$ cat src/rtl/pipe_hazard_if.sv
// Hazard-control bundle between the 5-stage datapath and pipe_hazard_ctrl.
// master = datapath side (reports pipeline state), slave = controller side.
interface pipe_hazard_if #(
  parameter int REG_AW = 5,
  parameter int CNT_W  = 16
);
  logic [REG_AW-1:0] id_rs1, id_rs2;
  logic              id_use_rs1, id_use_rs2;
  logic [REG_AW-1:0] ex_rs1, ex_rs2, ex_rd;
  logic              ex_mem_read;
  logic              ex_branch_taken;
  logic [REG_AW-1:0] mem_rd, wb_rd;
  logic              mem_reg_write, wb_reg_write;
  logic              mem_req, mem_ready;

  logic [1:0]        fwd_a, fwd_b;
  logic              pc_en, pc_sel_branch;
  logic              ifid_en, idex_en, exmem_en;
  logic              ifid_flush, idex_flush;
  logic              memwb_bubble;
  logic              err;
  logic [CNT_W-1:0]  stall_cnt, flush_cnt;

  modport master (
    output id_rs1, id_rs2, id_use_rs1, id_use_rs2,
           ex_rs1, ex_rs2, ex_rd, ex_mem_read, ex_branch_taken,
           mem_rd, wb_rd, mem_reg_write, wb_reg_write, mem_req, mem_ready,
    input  fwd_a, fwd_b, pc_en, pc_sel_branch, ifid_en, idex_en, exmem_en,
           ifid_flush, idex_flush, memwb_bubble, err, stall_cnt, flush_cnt
  );

  modport slave (
    input  id_rs1, id_rs2, id_use_rs1, id_use_rs2,
           ex_rs1, ex_rs2, ex_rd, ex_mem_read, ex_branch_taken,
           mem_rd, wb_rd, mem_reg_write, wb_reg_write, mem_req, mem_ready,
    output fwd_a, fwd_b, pc_en, pc_sel_branch, ifid_en, idex_en, exmem_en,
           ifid_flush, idex_flush, memwb_bubble, err, stall_cnt, flush_cnt
  );
endinterface

$ cat src/rtl/pipe_hazard_ctrl.sv
// Hazard/stall controller for the IF/ID/EX/MEM/WB pipeline: forwarding selects,
// load-use stalls, branch flushes, memory-wait freezes and debug counters.
module pipe_hazard_ctrl #(
  parameter int REG_AW      = 5,
  parameter int MEM_TIMEOUT = 255,
  parameter int CNT_W       = 16
) (
  input logic          clk,
  input logic          rst,
  pipe_hazard_if.slave hz
);

  localparam int WCNT_W = $clog2(MEM_TIMEOUT + 1);
  localparam logic [WCNT_W-1:0] TIMEOUT_V = WCNT_W'(MEM_TIMEOUT);

  typedef enum logic [1:0] {
    RUN      = 2'd0,
    MEM_WAIT = 2'd1,
    ERROR    = 2'd2
  } state_t;

  state_t             state, state_nxt;
  logic [WCNT_W-1:0]  wait_cnt, wait_nxt;
  logic [CNT_W-1:0]   stall_cnt_q, flush_cnt_q;
  logic               err_q;
  logic               stall_inc, flush_inc;
  logic               load_use;

  function automatic logic [1:0] fwd_sel(
    input logic [REG_AW-1:0] rs,
    input logic [REG_AW-1:0] m_rd,
    input logic              m_wr,
    input logic [REG_AW-1:0] w_rd,
    input logic              w_wr
  );
    if (m_wr && (m_rd != '0) && (m_rd == rs))      return 2'b10;
    else if (w_wr && (w_rd != '0) && (w_rd == rs)) return 2'b01;
    else                                           return 2'b00;
  endfunction

  function automatic logic [CNT_W-1:0] sat_inc(input logic [CNT_W-1:0] v);
    return (&v) ? v : v + CNT_W'(1);
  endfunction

  assign load_use = hz.ex_mem_read && (hz.ex_rd != '0) &&
                    ((hz.id_use_rs1 && (hz.id_rs1 == hz.ex_rd)) ||
                     (hz.id_use_rs2 && (hz.id_rs2 == hz.ex_rd)));

  always_comb begin
    hz.fwd_a = 2'b00;
    hz.fwd_b = 2'b00;
    if (!rst) begin
      hz.fwd_a = fwd_sel(hz.ex_rs1, hz.mem_rd, hz.mem_reg_write, hz.wb_rd, hz.wb_reg_write);
      hz.fwd_b = fwd_sel(hz.ex_rs2, hz.mem_rd, hz.mem_reg_write, hz.wb_rd, hz.wb_reg_write);
    end
  end

  always_comb begin
    state_nxt         = state;
    wait_nxt          = wait_cnt;
    stall_inc         = 1'b0;
    flush_inc         = 1'b0;
    hz.pc_en          = 1'b1;
    hz.pc_sel_branch  = 1'b0;
    hz.ifid_en        = 1'b1;
    hz.idex_en        = 1'b1;
    hz.exmem_en       = 1'b1;
    hz.ifid_flush     = 1'b0;
    hz.idex_flush     = 1'b0;
    hz.memwb_bubble   = 1'b0;

    if (rst) begin
      // Outputs follow reset immediately, without waiting for a clock edge.
      hz.pc_en        = 1'b0;
      hz.ifid_en      = 1'b0;
      hz.idex_en      = 1'b0;
      hz.exmem_en     = 1'b0;
      hz.ifid_flush   = 1'b1;
      hz.idex_flush   = 1'b1;
      hz.memwb_bubble = 1'b1;
    end else begin
      unique case (state)
        RUN: begin
          if (hz.mem_req && !hz.mem_ready) begin
            hz.pc_en        = 1'b0;
            hz.ifid_en      = 1'b0;
            hz.idex_en      = 1'b0;
            hz.exmem_en     = 1'b0;
            hz.memwb_bubble = 1'b1;
            stall_inc       = 1'b1;
            wait_nxt        = WCNT_W'(1);
            state_nxt       = MEM_WAIT;
          end else if (hz.ex_branch_taken) begin
            // The ID instruction is squashed, so any load-use hazard is moot.
            hz.pc_sel_branch = 1'b1;
            hz.ifid_flush    = 1'b1;
            hz.idex_flush    = 1'b1;
            flush_inc        = 1'b1;
          end else if (load_use) begin
            hz.pc_en      = 1'b0;
            hz.ifid_en    = 1'b0;
            hz.idex_flush = 1'b1;
            stall_inc     = 1'b1;
          end
        end
        MEM_WAIT: begin
          hz.pc_en        = 1'b0;
          hz.ifid_en      = 1'b0;
          hz.idex_en      = 1'b0;
          hz.exmem_en     = 1'b0;
          hz.memwb_bubble = 1'b1;
          stall_inc       = 1'b1;
          if (hz.mem_ready) begin
            state_nxt = RUN;
          end else if (wait_cnt == TIMEOUT_V) begin
            state_nxt = ERROR;
          end else begin
            wait_nxt = wait_cnt + WCNT_W'(1);
          end
        end
        default: begin
          hz.pc_en        = 1'b0;
          hz.ifid_en      = 1'b0;
          hz.idex_en      = 1'b0;
          hz.exmem_en     = 1'b0;
          hz.memwb_bubble = 1'b1;
          stall_inc       = 1'b1;
          state_nxt       = ERROR;
        end
      endcase
    end
  end

  always_ff @(posedge clk or posedge rst) begin
    if (rst) begin
      state       <= RUN;
      wait_cnt    <= '0;
      stall_cnt_q <= '0;
      flush_cnt_q <= '0;
      err_q       <= 1'b0;
    end else begin
      state    <= state_nxt;
      wait_cnt <= wait_nxt;
      err_q    <= err_q | (state_nxt == ERROR);
      if (stall_inc) stall_cnt_q <= sat_inc(stall_cnt_q);
      if (flush_inc) flush_cnt_q <= sat_inc(flush_cnt_q);
    end
  end

  assign hz.err       = err_q;
  assign hz.stall_cnt = stall_cnt_q;
  assign hz.flush_cnt = flush_cnt_q;

endmodule
$ cat src/flat_wrapper.sv
// flat-port wrapper written by rule: the top's interface ports become plain ports
module pipe_hazard_ctrl_flat 
#(
  parameter int REG_AW      = 5,
  parameter int MEM_TIMEOUT = 255,
  parameter int CNT_W       = 16
)
  (clk, rst, hz_id_rs1, hz_id_rs2, hz_id_use_rs1, hz_id_use_rs2, hz_ex_rs1, hz_ex_rs2, hz_ex_rd, hz_ex_mem_read, hz_ex_branch_taken, hz_mem_rd, hz_wb_rd, hz_mem_reg_write, hz_wb_reg_write, hz_mem_req, hz_mem_ready, hz_fwd_a, hz_fwd_b, hz_pc_en, hz_pc_sel_branch, hz_ifid_en, hz_idex_en, hz_exmem_en, hz_ifid_flush, hz_idex_flush, hz_memwb_bubble, hz_err, hz_stall_cnt, hz_flush_cnt);
  pipe_hazard_if #(.REG_AW(REG_AW), .CNT_W(CNT_W)) hz_i ();
  input logic clk;
  input logic rst;
  input wire logic [$bits(hz_i.id_rs1)-1:0] hz_id_rs1;
  input wire logic [$bits(hz_i.id_rs2)-1:0] hz_id_rs2;
  input wire logic [$bits(hz_i.id_use_rs1)-1:0] hz_id_use_rs1;
  input wire logic [$bits(hz_i.id_use_rs2)-1:0] hz_id_use_rs2;
  input wire logic [$bits(hz_i.ex_rs1)-1:0] hz_ex_rs1;
  input wire logic [$bits(hz_i.ex_rs2)-1:0] hz_ex_rs2;
  input wire logic [$bits(hz_i.ex_rd)-1:0] hz_ex_rd;
  input wire logic [$bits(hz_i.ex_mem_read)-1:0] hz_ex_mem_read;
  input wire logic [$bits(hz_i.ex_branch_taken)-1:0] hz_ex_branch_taken;
  input wire logic [$bits(hz_i.mem_rd)-1:0] hz_mem_rd;
  input wire logic [$bits(hz_i.wb_rd)-1:0] hz_wb_rd;
  input wire logic [$bits(hz_i.mem_reg_write)-1:0] hz_mem_reg_write;
  input wire logic [$bits(hz_i.wb_reg_write)-1:0] hz_wb_reg_write;
  input wire logic [$bits(hz_i.mem_req)-1:0] hz_mem_req;
  input wire logic [$bits(hz_i.mem_ready)-1:0] hz_mem_ready;
  output wire logic [$bits(hz_i.fwd_a)-1:0] hz_fwd_a;
  output wire logic [$bits(hz_i.fwd_b)-1:0] hz_fwd_b;
  output wire logic [$bits(hz_i.pc_en)-1:0] hz_pc_en;
  output wire logic [$bits(hz_i.pc_sel_branch)-1:0] hz_pc_sel_branch;
  output wire logic [$bits(hz_i.ifid_en)-1:0] hz_ifid_en;
  output wire logic [$bits(hz_i.idex_en)-1:0] hz_idex_en;
  output wire logic [$bits(hz_i.exmem_en)-1:0] hz_exmem_en;
  output wire logic [$bits(hz_i.ifid_flush)-1:0] hz_ifid_flush;
  output wire logic [$bits(hz_i.idex_flush)-1:0] hz_idex_flush;
  output wire logic [$bits(hz_i.memwb_bubble)-1:0] hz_memwb_bubble;
  output wire logic [$bits(hz_i.err)-1:0] hz_err;
  output wire logic [$bits(hz_i.stall_cnt)-1:0] hz_stall_cnt;
  output wire logic [$bits(hz_i.flush_cnt)-1:0] hz_flush_cnt;
  assign hz_i.id_rs1 = hz_id_rs1;
  assign hz_i.id_rs2 = hz_id_rs2;
  assign hz_i.id_use_rs1 = hz_id_use_rs1;
  assign hz_i.id_use_rs2 = hz_id_use_rs2;
  assign hz_i.ex_rs1 = hz_ex_rs1;
  assign hz_i.ex_rs2 = hz_ex_rs2;
  assign hz_i.ex_rd = hz_ex_rd;
  assign hz_i.ex_mem_read = hz_ex_mem_read;
  assign hz_i.ex_branch_taken = hz_ex_branch_taken;
  assign hz_i.mem_rd = hz_mem_rd;
  assign hz_i.wb_rd = hz_wb_rd;
  assign hz_i.mem_reg_write = hz_mem_reg_write;
  assign hz_i.wb_reg_write = hz_wb_reg_write;
  assign hz_i.mem_req = hz_mem_req;
  assign hz_i.mem_ready = hz_mem_ready;
  assign hz_fwd_a = hz_i.fwd_a;
  assign hz_fwd_b = hz_i.fwd_b;
  assign hz_pc_en = hz_i.pc_en;
  assign hz_pc_sel_branch = hz_i.pc_sel_branch;
  assign hz_ifid_en = hz_i.ifid_en;
  assign hz_idex_en = hz_i.idex_en;
  assign hz_exmem_en = hz_i.exmem_en;
  assign hz_ifid_flush = hz_i.ifid_flush;
  assign hz_idex_flush = hz_i.idex_flush;
  assign hz_memwb_bubble = hz_i.memwb_bubble;
  assign hz_err = hz_i.err;
  assign hz_stall_cnt = hz_i.stall_cnt;
  assign hz_flush_cnt = hz_i.flush_cnt;
  pipe_hazard_ctrl #(.REG_AW(REG_AW), .MEM_TIMEOUT(MEM_TIMEOUT), .CNT_W(CNT_W)) u_core (.clk(clk), .rst(rst), .hz(hz_i));
endmodule
$ cat config.mk
export PLATFORM = sky130hd
export DESIGN_NAME = pipe_hazard_ctrl_flat
export DESIGN_NICKNAME = d
export VERILOG_FILES = /design/src/rtl/pipe_hazard_if.sv /design/src/rtl/pipe_hazard_ctrl.sv /design/src/flat_wrapper.sv
export SDC_FILE = /design/constraint.sdc
export NUM_CORES = 1
export LEC_CHECK = 0
export CAP_MARGIN = 20
export CORE_UTILIZATION = 55
export DETAILED_ROUTE_END_ITERATION = 8
export DONT_BUFFER_PORTS = 1
export PLACE_DENSITY = 0.76
export SLEW_MARGIN = 20
export SYNTH_ARGS = -nofsm -noshare
export SYNTH_HDL_FRONTEND = slang
export SYNTH_SLANG_ARGS = --single-unit
$ cat constraint.sdc
create_clock -name clk -period 5.62 [get_ports clk]
set_clock_uncertainty 0.2 [all_clocks]
set_input_delay 1.124 -clock clk [delete_from_list [all_inputs] [get_ports clk]]
set_output_delay 1.124 -clock clk [all_outputs]
set_load 0.005 [all_outputs]
# Word level (Yosys, flattened, before mapping)
# Index checks and enable logic that the tools add are counted.
# classes
muxes,40
add_sub_neg,3
eq_ne,12
bitwise,4
reduce_logical,23
# ops
op,count
16-bit by 1-bit adder with 16-bit output (second input constant),2
16-bit AND reduction,2
5-bit equality test,6
1-bit 2-to-1 mux,27
8-bit 2-to-1 mux,3
2-bit 2-to-1 mux,8
8-bit one-hot mux with 2 select lines,1
5-bit nonzero test,3
1-bit logical AND,11
8-bit by 1-bit adder with 8-bit output (second input constant),1
8-bit equality test (second input constant),1
5-bit AND reduction,1
2-bit != test (second input constant),2
2-bit one-hot mux with 2 select lines,1
2-bit AND reduction,2
1-bit NOT,3
2-bit by 1-bit equality test with 1-bit output (second input constant),1
2-bit equality test (second input constant),1
2-bit zero test,1
2-bit by 1-bit != test with 1-bit output (second input constant),1
2-bit nonzero test,1
1-bit zero test,1
1-bit logical OR,1
1-bit bitwise OR,1
# totals
word_cells,87
ff_bits,43
in_bits,45
output_inout_bits,45

# Longest topological paths before layout
# Gate-level depths: netlist (run 1).
# logic_depth
depth_word,10
depth_mapped,8
ltp_nobuf,7

# Worst setup path after synthesis (run 1)
# OpenSTA, ideal clock, no wires.
# synth_timing
path_kind,input-to-output
startpoint,in rst
endpoint,out hz_fwd_a[0]
n_path_buf,1
arrival_ps,3284
required_time_ps,4296
path_stages,5
setup_slack_ps,1012
path_cell_list,clkbuf_1 inv_1 o211ai_1 or4_1 nor4_1
# synth_via
elab_chain_len,1
# synth_rtl
item,line_no,source
"start, declared",flat_wrapper.sv:11,input logic rst;
2-bit 2-to-1 mux,pipe_hazard_ctrl.sv:52,if (!rst) begin
"end, declared",flat_wrapper.sv:27,output wire logic [$bits(hz_i.fwd_a)-1:0] hz_fwd_a;
# Every way passes these cells.

# Worst setup path after layout (run 1)
# layout_timing
startpoint,in hz_mem_rd[0]
endpoint,out hz_fwd_a[0]
# layout_via
elab_chain_len,5
word_cells_on_any_way,6
cone_classes,1 x eq/ne; 2 x mux; 3 x reduce/logical
# layout_rtl
item,line_no,source
"start, declared",flat_wrapper.sv:21,input wire logic [$bits(hz_i.mem_rd)-1:0] hz_mem_rd;
5-bit nonzero test,pipe_hazard_ctrl.sv:36,if (m_wr && (m_rd != '0) && (m_rd == rs)) return 2'b10;
1-bit logical AND,pipe_hazard_ctrl.sv:36,
1-bit logical AND *,pipe_hazard_ctrl.sv:36,
2-bit 2-to-1 mux *,pipe_hazard_ctrl.sv:36,
2-bit 2-to-1 mux *,pipe_hazard_ctrl.sv:52,
# Mark *: on every way between the ends. The rest lies on a longest branch, timed or not.

==> results.txt, run 1 <==
The post-route netlist has 8.88% of its cells at a drive strength greater than 1. The pin slew with the least headroom to its limit is 0.679 ns. The wire-length estimate of the detail-placed layout is 3790 um. The logs give 0 for the number of failing hold endpoints at the final stage and 1.12 nW for the leakage power total. The design draws 780 uW.

Height of the die: 70.4 um. For the worst flop-to-flop path, the logic depth is 6. The first detailed-routing pass ran for 4 iterations.

Routed wire length: 4940 um. The power density normalized to cell area is 289 nW/um2. TritonCTS built the clock tree.

The mapped netlist covers 2570 um2. The max-slew violation total from the final report was 0. Share of flip-flops with an asynchronous set or reset after synthesis: 100%. For this design, the sink count on the clock tree is 43. Sorting the synthesized cells by how often they occur yields sky130_fd_sc_hd__xnor2_1, sky130_fd_sc_hd__dfrtp_1, sky130_fd_sc_hd__nand2_1, sky130_fd_sc_hd__nand3_1. The floorplan step set the die width to 70.4 um. The flow ran to the end, and the final reports show no timing, DRC or antenna violations. The tools report the worst hold endpoint as u_core.hz.err. After the last flow step, the layout net total stands at 307. Row generation in the floorplan step produced 24 rows. Clock tree synthesis selected as its root buffer the cell sky130_fd_sc_hd__clkbuf_8. The run gives 0 as the number of nets with antenna violations after routing. The worst setup path is of the in -> out kind. Relative to the synthesized area, the layout overhead comes to 5.06%. The source of the worst register-to-register timing path was u_core.hz.stall_cnt[0]. In this run the worst path has a maximum fanout of 4. The number of buffers inserted for hold repair after clock tree synthesis is 0. Global routing's busiest layer: met2. Clock tree synthesis inserted a total of 5 buffers.

The die covers 4950 um2. STA puts the critical path data arrival time at 2.51 ns. Global routing finished with a remaining overflow of 0. The most common cell in the synthesized netlist is sky130_fd_sc_hd__xnor2_1.

The via count of the first global-routing pass is 1922, and the pin count of the biggest net entering global routing is 46. The number of enable-type register cells in the synthesized netlist came out at 0. The number of DRC violations after detailed routing was 0; the global-route met3 utilization was 6.20%. For the H-tree level count, the log shows 2.

The number of vias per cell works out to 6.14. After clock tree synthesis, the clock-pin slew on the worst setup and hold paths is 0.07 ns. The logs give 61.2% for the utilization of the core after routing and 58.2% for the effective utilization at floorplan.

The maximum vdd drop is 0.194 mV, and the time the final worst path needs with I/O delays and setup is 3.83 ns. The biggest area consumer among synthesized cells is sky130_fd_sc_hd__dfrtp_1. The wire length of the first global-routing pass is 8240 um, and the routability congestion estimate is 0.803. The worst hold path stage count is 1, and the maximum count of clock buffers along a single path is 2. The number of antenna diodes in the final layout is 0. The number of instances in the synthesized netlist is 258.

Final hold analysis gives a worst-case slack of 0.309 ns. The headroom to the max-slew limit came out at 54.7%. With fillers left out, the area of the finished cells amounts to 2700 um2.

Across all setup checks in the final design, the least slack found is 1.79 ns. The detailed router finished its first iteration with 146 violations. The detailed router placed 1910 vias in this run. The average instance area after synthesis is 9.96 um2, and the proportion of netlist area held by the largest area contributor is 41.9%.

Setup repair after global routing left no endpoint under its margin. Total of cells resized after clock tree synthesis: 0. Sorting the synthesized cells by area gives the leading types as sky130_fd_sc_hd__dfrtp_1, sky130_fd_sc_hd__xnor2_1, sky130_fd_sc_hd__xor2_1. At the worst endpoint, the required time is 4.30 ns. The clock reaches the later pin of the worst-skew pair after 0.30 ns. The number of nets handed over by synthesis was 306. After synthesis, the netlist uses 45 different library cells. The tools report the overall routing resource usage as 21.0%.

The count of cells in the finished layout, fillers not included, comes to 311. The tools report the count of synthesis-stage warnings from yosys as 0. The type of destination of the critical path is an output pin. Setup violations remaining at the end of the flow were counted as 0.

After layout, the worst path uses 68.2% of the clock period. The number of top-level pins is 90, and the synthesis-stage register bit count is 43. Post-CTS timing repair inserted 0 buffers for setup. The logs give 0 ns for the setup TNS and 0 for the number of antenna violations at the first check in global routing. In the final routed layout, each cell accounts on average for 15.9 um. The main flop type after synthesis is sky130_fd_sc_hd__dfrtp_1. The number of port buffers came out at 0.

The endpoint of the most critical register-to-register path is u_core.hz.stall_cnt[1]. The tools report the number of max-cap violations as 0. Including well taps, the total number of placed cells is 304. The maximum clock frequency is 261 MHz. The tightest min-delay check is of the reg -> reg type.

STA classifies the critical path startpoint as a primary input. The global routing met1 resource utilization is 23.4%, and the core footprint is 4410 um2. The sequential cell area fraction in the yosys report is 41.9%, and the standard cell area after detailed placement is 2600 um2.

In the global route stage, met2 resource usage came out at 36.5%. In this run the most critical hold path is launched from u_core.hz.err. The tools report the slack of the worst reg-to-reg path as 3.03 ns. For the minimum setup slack after placement, the log shows 1.80 ns.
-- worst max-delay path: stages --
cell and delay, ns:
sky130_fd_sc_hd__or4_1 0.49, sky130_fd_sc_hd__o21ai_0 0.35, sky130_fd_sc_hd__nor3_1 0.12, sky130_fd_sc_hd__nor4_1 0.41
-- kinds of logic after synthesis --
kind of cell / after synthesis / share of synthesized area (%)
compound gates: 25 / 7.79
mux: 3 / 1.31
buf+inv: 12 / 2.48
simple gates: 111 / 24.3
flops: 43 / 41.9
fa+ha+maj: 3 / 1.46
xor+xnor: 61 / 20.8
-- cells in the final DEF (no fill, tap or decap), types with 2 or more instances in the layout --
cell	netlist	routed
sky130_fd_sc_hd__nor2b_1	2	2
sky130_fd_sc_hd__or4_1	4	4
sky130_fd_sc_hd__clkbuf_8	0	5
sky130_fd_sc_hd__and3_1	12	12
sky130_fd_sc_hd__xor2_1	13	13
sky130_fd_sc_hd__mux2_2	2	2
sky130_fd_sc_hd__nand3_1	18	18
sky130_fd_sc_hd__ha_1	3	3
sky130_fd_sc_hd__dfrtp_1	43	43
sky130_fd_sc_hd__nor3_1	5	5
sky130_fd_sc_hd__nand4_1	11	11
sky130_fd_sc_hd__nor2_1	13	13
sky130_fd_sc_hd__and2_1	3	3
sky130_fd_sc_hd__a21oi_1	4	4
sky130_fd_sc_hd__nand2_1	24	24
sky130_fd_sc_hd__or3_1	4	4
sky130_fd_sc_hd__o21ai_0	4	4
sky130_fd_sc_hd__inv_1	5	4
sky130_fd_sc_hd__xnor2_1	48	48
sky130_fd_sc_hd__a31oi_1	4	4
sky130_fd_sc_hd__a31o_2	2	2
sky130_fd_sc_hd__nor3_2	3	3
sky130_fd_sc_hd__and4_1	2	2
sky130_fd_sc_hd__nor4_1	3	3
-- registers in the layout (all words and copies together), names as in the netlist --
| signal | cells |
|---|---|
| u_core.hz.flush_cnt | 16 |
| u_core.state | 2 |
| u_core.hz.err | 1 |
| u_core.wait_cnt | 8 |
| u_core.hz.stall_cnt | 16 |
-- how the worst max path moves through the flow --
stage,start,endpoint,slack (ns),depth (start not counted)
after floorplan,rst,hz_fwd_a[0],1.01,5
after global placement,hz_mem_rd[0],hz_fwd_a[0],1.87,4
after detailed placement,hz_mem_rd[0],hz_fwd_a[0],1.80,4
after CTS,hz_mem_rd[0],hz_fwd_a[0],1.80,4
after global routing,hz_mem_rd[0],hz_fwd_a[0],1.72,4
final,hz_mem_rd[0],hz_fwd_a[0],1.79,4
-- cell type report --
cell class | instances | area (um2)
Multi-Input combinational cell | 203 | 1430
Tap cell | 52 | 65.1
Sequential cell | 43 | 1080
Clock buffer | 6 | 72.6
Inverter | 5 | 18.8
Timing Repair Buffer | 1 | 7.51
Fill cell | 372 | 1710
Clock inverter | 1 | 30.0
-- metal layers --
layer  up-vias  routed length (um)
li1        908                   -
met1       904                2010
met2        87                2430
met3        11                 396
met4         0                 104
met5         -                   0
-- power breakdown --
part	internal, mW	switching, mW	leakage [nW]
Clock	0.130	0.0992	0.0513
Sequential	0.355	0.0660	0.573
Combinational	0.0670	0.0622	0.497
No activity file was read; power rests on OpenSTA's default activity.
==> run 2: changes to the inputs <==
Settings changed: PLACE_DENSITY 0.76 to 0.79.
Clock period 5.62 ns to 3.5 ns, I/O delays scaled along.
==> run 2 against run 1 <==
Against the previous run:
- via count is 0.16% lower
- cell area is 0.32% lower
- global-route usage is 2.1 points higher
- critical path depth is 1 higher
- final cell count is 0.32% higher
- first-iteration DRC count is 18% lower
- non-clock buffer count is 2 higher
==> results.txt, run 2 (synthesis results as in run 1) <==
The logs give 0 ns for the setup TNS and 309 for the number of nets in the final layout. The core footprint was 4410 um2; the pin slew with the least headroom to its limit was 0.483 ns. The number of failing hold endpoints at the final stage is 0, and the pin count of the biggest net entering global routing is 39. For the worst setup path, the data required time is 2.60 ns. For the routed wire length, the log shows 5230 um.

Counting the fill cells in the layout gives 372. After the first detailed-routing iteration, the DRC count stood at 119. Dividing the final minimum period by the clock period gives 95.4%. Clock tree synthesis found a total of 43 sinks. Across the VDD grid, the largest voltage drop is 0.368 mV. The worst path needs 3.34 ns of the cycle, external delays included. Registers are responsible for 57.6% of the overall power. Setup violations remaining at the end of the flow were counted as 0. The die covers 4950 um2. Total clock buffers created by CTS: 5. Tracing the worst setup path back leads to its startpoint at rst.

For this design the static power due to leakage is 1.11 nW. For the maximum count of clock buffers along a single path, the log shows 2. The slowest stage of the critical path is the sky130_fd_sc_hd__dlygate4sd3_1 cell. In this run the tightest slew margin relative to its limit is 67.8%. The via count of the first global-routing pass is 2033, and the overall routing resource usage is 23.1%.

Net switching is 30.6% of the power. Once the floorplan was initialized, standard cells occupied 58.2% of the core. Static timing analysis puts the maximum clock frequency at 299 MHz. Cells fill 61.0% of the core in the end. Cells with a size suffix above 1 make up 8.85% of the layout. The most frequent standard cell in the layout excluding fill and tap cells is sky130_fd_sc_hd__xnor2_1. The max-slew violation total from the final report was 0; the highest cell delay on the worst timing path was 0.58 ns.

The floorplan has 24 rows. In the layout the commonest cells are sky130_fd_sc_hd__xnor2_1, sky130_fd_sc_hd__dfrtp_1, sky130_fd_sc_hd__nand2_1. The switching component of the power was 358 uW. The endpoint identified for the worst register-to-register timing path is u_core.hz.stall_cnt[1]. The first TritonRoute pass finished after 4 iterations.

Setup repair after global routing left no endpoint under its margin. Dividing the detail-routed via count by the number of cells gives 6.11. After detailed routing, the number of remaining DRC violations is 0. Placed wire-length estimate after detailed placement: 4090 um.

Relative to the synthesized area, the layout overhead comes to 4.72%. The detail-routed net length per standard cell works out to 16.8 um. For the worst-skew pair, the clock arrives at the later sink with an insertion delay of 0.28 ns. The number of antenna violations at the first check in global routing is 0.

The number of diodes added for antenna fixing is 0. The worst register-to-register path has a depth of 7. Before CTS, the worst setup slack after placement is 0.540 ns. Clock-pin slew was measured on the worst setup and hold paths at 0.07 ns. The number of buffers and inverters on the critical path is 2.

From bottom edge to top edge, the die measures 70.4 um. Measured along the x axis, the die boundary spans 70.4 um. The power density normalized to cell area is 435 nW/um2.

The buffer cell driving the clock tree root is sky130_fd_sc_hd__clkbuf_8. In this run the register-to-register setup slack is 1.01 ns. The tool flagged a number of max-cap violations equal to 0.

The critical path is of the in -> out type. After global routing the overflow that remains totals 0. Input and output buffers added on the ports amount to 0. Setup slack on the critical path of the routed design comes to 0.161 ns. The signal on the critical path passes through dlygate4sd3_1 -> clkinvlp_4 -> o211ai_1 -> or4_1 -> nor4_1.

For the arrival time of the worst setup path, the log shows 2.44 ns. Kind of cell with the highest combined delay on the critical path: simple AND/OR/NAND/NOR gates. The maximum fanout along the worst path works out to 9. The run gives 0 as the number of nets with antenna violations after routing. The first global-routing pass estimated 9130 um of wire. In this run, the combinational gates consume 18.3% of the power. Class of the worst hold path: reg -> reg.

The endpoint of the worst setup timing path was hz_fwd_a[0]. The source of the worst register-to-register timing path was u_core.hz.stall_cnt[0]. The run finished with clean final reports.

The worst setup path is launched from a primary input. STA classifies the critical path endpoint as an output pin. The total stage count of the critical path was 5.

Via count: 1907. Cell internal power was estimated by the tool at 813 uW. The routability congestion estimate was 0.799. The run gives 90 as the number of top-level pins. TritonCTS built the clock tree. In this run, the clock network consumes 24.1% of the power. Along the worst hold path, the cell count comes to 2.

For the H-tree level count, the log shows 2.
## run 2: repair_timing
item / in CTS / in global routing
setup buffers: 0 / 0
resized for setup: 0 / 0
hold endpoints to repair: 2 / 0
hold buffers: 1 / 0
setup endpoints to repair: 0 / 0
## run 2: routing by layer
metal / vias up / wire [um] / global-route usage (%)
met5: - / 0 / 0
met4: 0 / 25 / 6.00
met3: 2 / 337 / 6.49
met2: 65 / 2610 / 40.0
met1: 923 / 2260 / 28.2
li1: 917 / - / -
## run 2: how the worst min path moves through the flow
stage                                    end                from  slack [ns]
after floorplan           u_core.wait_cnt[6]  u_core.wait_cnt[6]        0.26
after global placement    u_core.wait_cnt[1]  u_core.wait_cnt[1]        0.29
after detailed placement  u_core.wait_cnt[1]  u_core.wait_cnt[1]        0.30
after CTS                 u_core.wait_cnt[6]  u_core.wait_cnt[6]        0.31
after global routing      u_core.wait_cnt[6]  u_core.wait_cnt[6]        0.33
final                     u_core.wait_cnt[1]  u_core.wait_cnt[1]        0.31
## run 2: through the flow
stage | instance area (um2) | power (mW) | std cells | hold slack, ns
after CTS | 2690 | 1.18 | 312 | 0.313
after detailed placement | 2610 | 0.901 | 305 | 0.300
final | 2690 | 1.17 | 312 | 0.315
after floorplan | 2570 | 0.848 | 258 | 0.264
after global routing | 2690 | 1.25 | 312 | 0.326
after global placement | 2610 | 0.887 | 305 | 0.292
## run 2: final cells by class
type	count	area (um2)	share of cell area, %
Multi-Input combinational cell	203	1430	53.1
Clock buffer	6	72.6	2.70
Sequential cell	43	1080	40.0
Timing Repair Buffer	3	25.0	0.930
Inverter	5	22.5	0.837
Tap cell	52	65.1	2.42
## run 2: worst min-delay path: cells and delay by family (launching register included)
| family | cells | cell delay, ns |
|---|---|---|
| and+or+nand+nor | 1 | 0.06 |
| DFF | 1 | 0.36 |
| AOI/OAI and AO/OA | 1 | 0.06 |
## run 2: power groups by stage
stage               sequential, mW  clock, mW  combinational, mW
finish                       0.675      0.282              0.214
global route                 0.690      0.313              0.246
CTS                          0.676      0.290              0.219
detailed placement           0.684          0              0.217
global placement             0.683          0              0.205
floorplan                    0.661          0              0.187
==> patch: new RTL, flow settings as in run 2 <==
Reset style: synchronous (`rst`), changed in one clocked block.
--- a/src/rtl/pipe_hazard_ctrl.sv
+++ b/src/rtl/pipe_hazard_ctrl.sv
@@ -133,3 +133,3 @@
 
-  always_ff @(posedge clk or posedge rst) begin
+  always_ff @(posedge clk) begin
     if (rst) begin
Function: differs if rst is asserted again (counterexample within 4 cycles, from zero or initial values and one cycle with rst high); with rst held inactive, the same outputs for 10 cycles.
==> patch against run 2 <==
  * Wire length up 1.2%
  * Critical path type unchanged
  * Design area decreased by 1.1%
  * Largest cell class unchanged
  * Critical path depth fell by 1
  * Sequential cell count unchanged
  * First-iteration DRC count fell by 4.2%
  * Area after synthesis is 1.0% lower
  * Hold slack got worse by 0.049 ns
  * Worst setup slack improved by 0.41 ns
Power is not compared: it rests on default switching activity, and its combinational part moved more than twofold at a synthesized area within 25%.
==> patch: results (changes against run 2) <==
clkCellAreaFrac: 0.0442  # was 0.0270
hpwlAfterDp_um: 4030  # was 4090 um
run_status: "finished, final reports clean"  # unchanged
r2r_start: "u_core.hz.stall_cnt[0]$_SDFFE_PP0P_"  # was u_core.hz.stall_cnt[0]$_DFFE_PP0P_
async_flop_share: 0  # was 1.00
synth.top_cells.by_area: "dfxtp_1, xor2_1, xnor2_1, nand2_1, nor2_1"  # was dfrtp_1, xnor2_1, xor2_1, nand3_1, nand2_1
n_all_inverters: 7  # was 5
syn2layout_area_growth_pct: 4.62  # was 4.72%
holdPathEnd: "u_core.hz.flush_cnt[3]$_SDFFE_PP0P_"  # was u_core.wait_cnt[1]$_DFFE_PP0P_
min_period_ns: 2.93  # was 3.34 ns
htreeDepth: 2  # unchanged
postCtsSetupBuffers: 0  # unchanged
drt_iter0_markers: 114  # was 119
hold_class: "primary input to register"  # was register to register
first_pass_iters: 4  # unchanged
synth_cell_type_count: 53  # was 45
m1WireLength_um: 2350  # was 2260 um
multi_input_area_share: 0.592  # was 0.531
placed_cells: 343  # was 305
hold_start: "rst"  # was u_core.wait_cnt[1]$_DFFE_PP0P_
grt_pass1_vias: 1989  # was 2033
gp_congestion: 0.764  # was 0.799
non_clock_buffer_area_share: 0.00564  # was 0.00930
wl_met2_um: 2500  # was 2610 um
stdcell_count: 351  # was 312
met2_usage: 0.361  # was 0.400
postSynthCellCount: 298  # was 258
vias: 2164  # was 1907
grt_use_met3: 0.0693  # was 0.0649
met1_usage: 0.287  # was 0.282
met3_length_um: 400  # was 337 um
yosysSeqAreaShare: 0.338  # was 0.419
grt_max_degree: 38  # was 39
reg2reg_setup_slack_ns: 1.05  # was 1.01 ns
min_path_cells: 1  # was 2
final_layout_size_suffix_gt1_frac: 0.0870  # was 0.0885
totalWireLength_um: 5300  # was 5230 um
fillerInstances: 409  # was 372
switching_share: 0.220
crit_arrival_ns: 2.03  # was 2.44 ns
p_leak_uw: 0.000882
whs_ns: 0.265  # was 0.315 ns
worstSetupStartpoint: "hz_mem_rd[0]"  # was rst
cp_max_fo: 4  # was 9
n_all_buffers: 2  # was 3
relSlewSlack: 0.521  # was 0.678
comb.multi_input.count: 239  # was 203
p_comb_frac: 0.085
track_usage: 0.223  # was 0.231
syn_area_sq_mm: 0.00254  # was 0.00257 sq mm
ys_top_cells_by_count: "dfxtp_1, nand2_1, nor2_1"  # was xnor2_1, dfrtp_1, nand2_1
reg2reg_depth: 7  # unchanged
regArea_sq_um: 861  # was 0.00108 sq mm
clkLatencyLatePin_ns: 0.30  # was 0.28 ns
post_dp_cell_area_sq_mm: 0.00254  # was 0.00261 sq mm
grt_pass1_wl_um: 8990  # was 9130 um
seq_cells: 43  # unchanged
worst_r2r_endpoint: "u_core.hz.stall_cnt[2]$_SDFFE_PP0P_"  # was u_core.hz.stall_cnt[1]$_DFFE_PP0P_
numCtsBuffers: 5  # unchanged
dpl_worst_slack_ns: 0.573  # was 0.540 ns
## patch: cell types whose count changed in the layout (fill, tap and decap cells not counted), moves of 8 or more
| cell | run 2 | this run |
|---|---|---|
| a21oi_1 | 4 | 13 |
| and3_1 | 12 | 4 |
| dfrtp_1 | 43 | 0 |
| dfxtp_1 | 0 | 43 |
| nor2_1 | 13 | 29 |
| xnor2_1 | 48 | 22 |
| xor2_1 | 13 | 28 |
## patch: cell families after synthesis
group / after synthesis / synth area share
muxes: 1 / 0.00394
xor gates and xnor gates: 50 / 0.172
DFF: 43 / 0.338
adders and majority gates: 3 / 0.0148
AOI/OAI and AO/OA: 48 / 0.140
and+or+nand+nor: 137 / 0.289
buffers and inverters: 16 / 0.0418
## patch: critical path, stage by stage
cell	delay (ns)
or4_1	0.51
o21ai_0	0.36
nor3_1	0.12
nor4_1	0.35
